## src/rtl/fft_r2_iter.sv

```systemverilog
// Iterative in-place radix-2 DIT FFT/IFFT: bit-reversed load, one butterfly per clock
// with 1/2 scaling per stage, natural-order readout over a valid/ready stream.
module fft_r2_iter #(
    parameter int DW    = 8,
    parameter int LOG2N = 3,
    parameter int TW    = 8
) (
    input  logic                    clk,
    input  logic                    rst,
    input  logic                    in_valid,
    output logic                    in_ready,
    input  logic signed [DW-1:0]    in_re,
    input  logic signed [DW-1:0]    in_im,
    input  logic                    inv,
    output logic                    out_valid,
    input  logic                    out_ready,
    output logic signed [DW-1:0]    out_re,
    output logic signed [DW-1:0]    out_im,
    output logic [LOG2N-1:0]        out_idx,
    output logic                    out_last,
    output logic                    busy
);
    localparam int  N     = 1 << LOG2N;
    localparam int  HN    = N / 2;
    localparam int  KW    = LOG2N - 1;
    localparam int  SW    = $clog2(LOG2N);
    localparam int  EW    = DW + 2;
    localparam int  PW    = DW + TW + 1;
    localparam real PI    = 3.14159265358979323846;
    localparam real SCALE = real'((1 << (TW - 1)) - 1);

    localparam logic [LOG2N-1:0]     ONE      = LOG2N'(1);
    localparam logic [SW-1:0]        LAST_STG = SW'(LOG2N - 1);
    localparam logic signed [EW-1:0] SAT_MAX  = EW'((1 << (DW - 1)) - 1);
    localparam logic signed [EW-1:0] SAT_MIN  = ~SAT_MAX;

    typedef enum logic [1:0] {S_LOAD, S_CALC, S_OUT} state_t;

    function automatic logic [LOG2N-1:0] bitrev(input logic [LOG2N-1:0] a);
        logic [LOG2N-1:0] r;
        for (int i = 0; i < LOG2N; i++) r[i] = a[LOG2N-1-i];
        return r;
    endfunction

    function automatic logic signed [DW-1:0] sat(input logic signed [EW-1:0] x);
        if (x > SAT_MAX) return SAT_MAX[DW-1:0];
        if (x < SAT_MIN) return SAT_MIN[DW-1:0];
        return x[DW-1:0];
    endfunction

    // Twiddle ROM, W^k = exp(-j*2*pi*k/N) in Q1.(TW-1), rounded to nearest.
    logic signed [TW-1:0] rom_re [HN];
    logic signed [TW-1:0] rom_im [HN];

    for (genvar g = 0; g < HN; g++) begin : g_rom
        localparam real ANG = 2.0 * PI * real'(g) / real'(N);
        localparam real CR  = SCALE * $cos(ANG);
        localparam real SR  = SCALE * $sin(ANG);
        localparam int  WRE = (CR >= 0.0) ? $rtoi(CR + 0.5) : -$rtoi(0.5 - CR);
        localparam int  WIM = (SR >= 0.0) ? -$rtoi(SR + 0.5) : $rtoi(0.5 - SR);
        assign rom_re[g] = TW'(WRE);
        assign rom_im[g] = TW'(WIM);
    end

    state_t               state_q, state_d;
    logic [LOG2N-1:0]     ld_cnt_q, ld_cnt_d;
    logic [KW-1:0]        bf_q, bf_d;
    logic [SW-1:0]        stg_q, stg_d;
    logic [LOG2N-1:0]     oidx_q, oidx_d;
    logic                 inv_q, inv_d;
    logic signed [DW-1:0] mem_re_q [N];
    logic signed [DW-1:0] mem_im_q [N];

    // Butterfly addressing: group base = (bf / span) * 2 * span, offset j = bf mod span.
    logic [LOG2N-1:0] span, jpos, grp, addr_a, addr_b;
    logic [KW-1:0]    tw_k;

    always_comb begin
        span   = ONE << stg_q;
        jpos   = LOG2N'(bf_q) & (span - ONE);
        grp    = LOG2N'(bf_q) >> stg_q;
        addr_a = ((grp << 1) << stg_q) | jpos;
        addr_b = addr_a | span;
        tw_k   = KW'(jpos << (LAST_STG - stg_q));
    end

    logic signed [DW-1:0] a_re, a_im, b_re, b_im;
    logic signed [TW-1:0] w_re, w_im;
    logic signed [PW-1:0] p_re, p_im;
    logic signed [EW-1:0] t_re, t_im;
    logic signed [DW-1:0] ap_re, ap_im, bp_re, bp_im;

    always_comb begin
        a_re = mem_re_q[addr_a];
        a_im = mem_im_q[addr_a];
        b_re = mem_re_q[addr_b];
        b_im = mem_im_q[addr_b];
        w_re = rom_re[tw_k];
        w_im = inv_q ? -rom_im[tw_k] : rom_im[tw_k];
        p_re = PW'(b_re) * PW'(w_re) - PW'(b_im) * PW'(w_im);
        p_im = PW'(b_re) * PW'(w_im) + PW'(b_im) * PW'(w_re);
        // W^0 is exactly 1, so skip the lossy Q-format multiply there.
        if (tw_k == '0) begin
            t_re = EW'(b_re);
            t_im = EW'(b_im);
        end else begin
            t_re = EW'(p_re >>> (TW - 1));
            t_im = EW'(p_im >>> (TW - 1));
        end
        ap_re = sat((EW'(a_re) + t_re) >>> 1);
        ap_im = sat((EW'(a_im) + t_im) >>> 1);
        bp_re = sat((EW'(a_re) - t_re) >>> 1);
        bp_im = sat((EW'(a_im) - t_im) >>> 1);
    end

    always_ff @(posedge clk) begin
        if (state_q == S_LOAD && in_valid) begin
            mem_re_q[bitrev(ld_cnt_q)] <= in_re;
            mem_im_q[bitrev(ld_cnt_q)] <= in_im;
        end else if (state_q == S_CALC) begin
            mem_re_q[addr_a] <= ap_re;
            mem_im_q[addr_a] <= ap_im;
            mem_re_q[addr_b] <= bp_re;
            mem_im_q[addr_b] <= bp_im;
        end
    end

    always_ff @(posedge clk) begin
        if (rst) begin
            state_q  <= S_LOAD;
            ld_cnt_q <= '0;
            bf_q     <= '0;
            stg_q    <= '0;
            oidx_q   <= '0;
            inv_q    <= 1'b0;
        end else begin
            state_q  <= state_d;
            ld_cnt_q <= ld_cnt_d;
            bf_q     <= bf_d;
            stg_q    <= stg_d;
            oidx_q   <= oidx_d;
            inv_q    <= inv_d;
        end
    end

    always_comb begin
        state_d  = state_q;
        ld_cnt_d = ld_cnt_q;
        bf_d     = bf_q;
        stg_d    = stg_q;
        oidx_d   = oidx_q;
        inv_d    = inv_q;
        case (state_q)
            S_LOAD: begin
                if (in_valid) begin
                    ld_cnt_d = ld_cnt_q + ONE;
                    if (ld_cnt_q == '0) inv_d = inv;
                    if (&ld_cnt_q) state_d = S_CALC;
                end
            end
            S_CALC: begin
                bf_d = bf_q + KW'(1);
                if (&bf_q) begin
                    if (stg_q == LAST_STG) begin
                        stg_d   = '0;
                        state_d = S_OUT;
                    end else begin
                        stg_d = stg_q + SW'(1);
                    end
                end
            end
            S_OUT: begin
                if (out_ready) begin
                    oidx_d = oidx_q + ONE;
                    if (&oidx_q) state_d = S_LOAD;
                end
            end
            default: state_d = S_LOAD;
        endcase
    end

    always_comb begin
        in_ready  = (state_q == S_LOAD);
        busy      = (state_q == S_CALC);
        out_valid = (state_q == S_OUT);
        out_re    = '0;
        out_im    = '0;
        out_idx   = '0;
        out_last  = 1'b0;
        if (out_valid) begin
            out_re   = mem_re_q[oidx_q];
            out_im   = mem_im_q[oidx_q];
            out_idx  = oidx_q;
            out_last = &oidx_q;
        end
    end

endmodule

```

## config.mk

```make
export PLATFORM = sky130hd
export DESIGN_NAME = fft_r2_iter
export DESIGN_NICKNAME = d
export VERILOG_FILES = /design/src/rtl/fft_r2_iter.sv
export SDC_FILE = /design/constraint.sdc
export NUM_CORES = 1
export LEC_CHECK = 0
export ABC_AREA = 1
export CORE_MARGIN = 2
export CORE_UTILIZATION = 50
export CTS_CLUSTER_DIAMETER = 120
export DETAILED_ROUTE_END_ITERATION = 10
export GPL_TIMING_DRIVEN = 0
export MAX_ROUTING_LAYER = met4
export PLACE_DENSITY = 0.62
export SKIP_CTS_REPAIR_TIMING = 1
export SLEW_MARGIN = 30
export SYNTH_ARGS = -nofsm -noshare
export SYNTH_HDL_FRONTEND = slang
export SYNTH_SLANG_ARGS = --single-unit
```

## constraint.sdc

```tcl
create_clock -name clk -period 14.47 [get_ports clk]
set_clock_uncertainty 0.1 [all_clocks]
set_input_delay 3.6175 -clock clk [delete_from_list [all_inputs] [get_ports clk]]
set_output_delay 3.6175 -clock clk [all_outputs]
set_load 0.005 [all_outputs]
```

==> results list <==
- Row count: 77
- The worst path uses approximately 84% of the clock period.
- After clock tree synthesis, the clock-pin slew on the worst setup and hold paths is approximately 60 ps.
* Drt drc: 0
* Final HPWL DP: 68100 um
- Yosys mapped a number of flops with a built-in enable equal to between 100 and 150.
* Yosys top cell by area: sky130_fd_sc_hd__fa_1
* Initial standard-cell utilization of the core: around half
* Number of logic stages on the critical path including buffering: between 40 and 50
* Leading post-synthesis cells by cell area: sky130_fd_sc_hd__fa_1 23%, sky130_fd_sc_hd__edfxtp_1 17%, sky130_fd_sc_hd__nand2_1 9.2%
* Met1 Wirelength: about 32000 um
- The congestion estimate from routability-driven global placement came to about 1.1.
- In the final routed layout, each cell accounts on average for 21.7 um.
- Slowest CP cell: sky130_fd_sc_hd__fa_1
- Static timing analysis puts the maximum clock frequency at 82.0 MHz.
- Placeable core region: 0.0443 mm^2
- The count of final hold-check violations is 0.
* Max Slew Vio Count: 0
* Number of sinks driven by the clock tree: roughly 140
- TritonCTS clock tree: built
- On the final layout, the worst hold slack is between 300 and 400 ps.
- Across the VDD grid, the largest voltage drop is just under 0.0001 V.
* Maximum fanout encountered on the critical timing path: 10
- After detailed routing, the total wire length is about 80000 um.
- Layout net count: ~3500
- Number of buffers added by the clock tree synthesis step: 17
- The worst path needs about 12000 ps of the cycle, external delays included.
- #FFs+latches synth: about 140
- The worst register-to-register path begins at stg_q[1].
- Register area share after synthesis: 18.5%
- Drt first pass iters: 6
- Syn. warnings: 0
- Final setup fails: 0
* Distinct cell type count of the synthesized netlist: slightly above 50
- Library cell with the highest instance count after synthesis: sky130_fd_sc_hd__nand2_1
- Buffer and inverter count on the worst path: 11
* Required time of the worst setup path: around 15000 ps
- Worst Slack Setup Final: 2280 ps
- H-tree depth: 4
- Path category of the worst min-delay check: reg -> reg
* End of the worst register-to-register path: mem_im_q[0][7]
- Worst slew margin relative to its limit: between 40 and 50%
* Power density normalized to cell area: 87.0 mW/mm^2
- Total Power Consumption: roughly 2100 uW
* Met3 layer wire length in the routed design: 6260 um
- The die covers ~0.047 mm^2.
- For this run, the total global-route usage over all layers was measured as between 30% and 40%.
- Crit path largest cell delay: about 560 ps
- In the final timing run, aggregate negative setup slack is 0 ps.
* Hold Path Depth: 2
* Worst Setup Slack post-DPL: between 2000 and 2500 ps
- The filler cells instantiated in the layout total about 4300.
- Global-route wire length before repair: ~120000 um
* Max cap viols: 0
* Root Driver: sky130_fd_sc_hd__clkbuf_16
- For the worst-skew pair, the clock arrives at the later sink with an insertion delay of 450 ps.
- Dominant register cell in the synthesized netlist: sky130_fd_sc_hd__edfxtp_1
- Top cells by instance count after synthesis: 554 x sky130_fd_sc_hd__nand2_1, 540 x sky130_fd_sc_hd__inv_1, 262 x sky130_fd_sc_hd__fa_1, 246 x sky130_fd_sc_hd__nor2_1, 237 x sky130_fd_sc_hd__o21ai_0
- Die width: ~220 um
* Clk buf depth: 2
* Number of nets produced by synthesis: 3437
- Summed over all layers, the global routing overflow is 0.
- Summing all placed instances gives a cell area of 0.0238 mm^2.
* Critical Path Start: stg_q[1]
- Average size of a mapped cell: ~7.5 um^2
- Total of buffers placed on input and output ports: 43
- On the critical path the largest part of the delay comes from adder cells.
- After detailed routing, no signal wire sits above met4.
* CP Data Arrival Time: 12260 ps
- In this run the static leakage power is approximately 0.011 uW.
- The number of cells on the worst reg-to-reg path is 44.
- Endpoint kind of the worst setup timing path: register
* Fraction of final layout cells sized beyond drive strength 1: under 10%
* Critical Path Start Type: register
- In this run the remaining antenna-violating nets after routing total 0.
* Synth-to-layout area growth: 8.55%
- Entering global routing, the biggest net connects 17 pins.
- Reg-to-reg setup timing slack: roughly 2300 ps
- Counting every instance in the synthesized netlist gives about 3000.
- Dividing the detail-routed via count by the number of cells gives around 5.7.
* Initial antenna violation count: 1
- Measured along the y axis, the die boundary spans ~220 um.
* Cell area after technology mapping: approximately 0.023 mm^2
- The number of global-route vias before repair came to roughly 21000.
- Via total after detailed routing: 20800
- Async S/R FF share, synth: 0%
- Summing all non-filler instances in the final layout gives an area of 0.0245 mm^2.
* Unrepaired setup endpoints after global routing: no
* Critical path destination: mem_im_q[0][7]
- Detailed routing placed a total of approximately 38000 um of wire on met2.
* # IOs: 44
- Iteration-0 DRC count of the detailed router: about 2100
* Slew of the pin with the lowest slew margin: approximately 860 ps
- The run finished with clean final reports.
- Type of the worst setup path: reg -> reg
- The synthesized design devotes to its leading area cell type between 20% and 30% of total area.
[report_power, final]
| group | internal [uW] | switching (uW) |
|---|---|---|
| logic | 449 | 743 |
| clock network | 287 | 174 |
| registers | 466 | 8.86 |
| total | 1200 | 926 |
[cell usage in the layout (no fill, tap or decap), types with 19 or more instances in the layout]
cell type and instances:
sky130_fd_sc_hd__nand3_2 19, sky130_fd_sc_hd__xor2_1 39, sky130_fd_sc_hd__or2_2 22, sky130_fd_sc_hd__nor2_1 243
sky130_fd_sc_hd__a21oi_1 173, sky130_fd_sc_hd__clkbuf_1 101, sky130_fd_sc_hd__o21ai_0 230, sky130_fd_sc_hd__inv_1 540
sky130_fd_sc_hd__nand2_2 34, sky130_fd_sc_hd__fa_1 262, sky130_fd_sc_hd__ha_1 161, sky130_fd_sc_hd__nand3_1 234
sky130_fd_sc_hd__clkdlybuf4s50_1 43, sky130_fd_sc_hd__nand2_1 554, sky130_fd_sc_hd__a31oi_1 26, sky130_fd_sc_hd__edfxtp_1 128
[area by class of cell]
cell class	instances	area, um^2	share of cell area [%]
multi-input cells	2161	15800	64.5
flip-flops and latches	144	4160	17.0
inverters	563	2120	8.65
well taps	592	741	3.03
repair buffers	51	537	2.19
plain buffers	125	524	2.14
clock buffers	20	437	1.79
clock inverters	11	168	0.685
diodes	1	2.50	0.0102
[state kept, by name, indices dropped and copies added, names as in the netlist, named ones only]
register and cells:
mem_im_q 64, mem_re_q 64, ld_cnt_q 3, oidx_q 3, bf_q 2, state_q 2
stg_q 2, inv_q 1
[tightest hold or removal path, stage by stage (launching register included)]
cell and delay, ps:
sky130_fd_sc_hd__dfxtp_1 330, sky130_fd_sc_hd__nand2_1 70, sky130_fd_sc_hd__a21oi_1 50
[worst min path at each step]
stage	startpoint	slack, ps	to
floorplan	ld_cnt_q[0]	360	ld_cnt_q[0]
global placement	ld_cnt_q[0]	370	ld_cnt_q[0]
detailed placement	ld_cnt_q[0]	390	ld_cnt_q[0]
CTS	ld_cnt_q[0]	400	ld_cnt_q[0]
global route	ld_cnt_q[0]	440	ld_cnt_q[0]
finish	ld_cnt_q[0]	400	ld_cnt_q[0]
[kinds of logic (layout without fill, tap and decap cells)]
| group | Yosys count | count (layout) | share of synthesized area, % |
|---|---|---|---|
| AO/OA/AOI/OAI | 519 | 519 | 12.6 |
| XOR/XNOR | 56 | 56 | 2.18 |
| adder cells (fa/ha/maj) | 423 | 423 | 32.2 |
| buffers and inverters | 688 | 770 | 11.7 |
| flip-flops | 144 | 144 | 18.5 |
| other | 0 | 1 | 0 |
| AND/OR/NAND/NOR | 1163 | 1163 | 22.8 |
[stage by stage]
stage / cells / util (%)
finish: 3668 / 55.2
global route: 3668 / 55.2
CTS: 3667 / 55.2
detailed placement: 3636 / 53.8
global placement: 3628 / 53.5
floorplan: 2993 / -
[per-layer routing]
| layer | vias up | global-route usage [%] |
|---|---|---|
| met5 | - | - |
| met4 | 0 | 13.6 |
| met1 | 9918 | 45.2 |
| met2 | 1018 | 59.1 |
| li1 | 9685 | - |
| met3 | 183 | 4.27 |
Power figures use the tool's default switching activity.
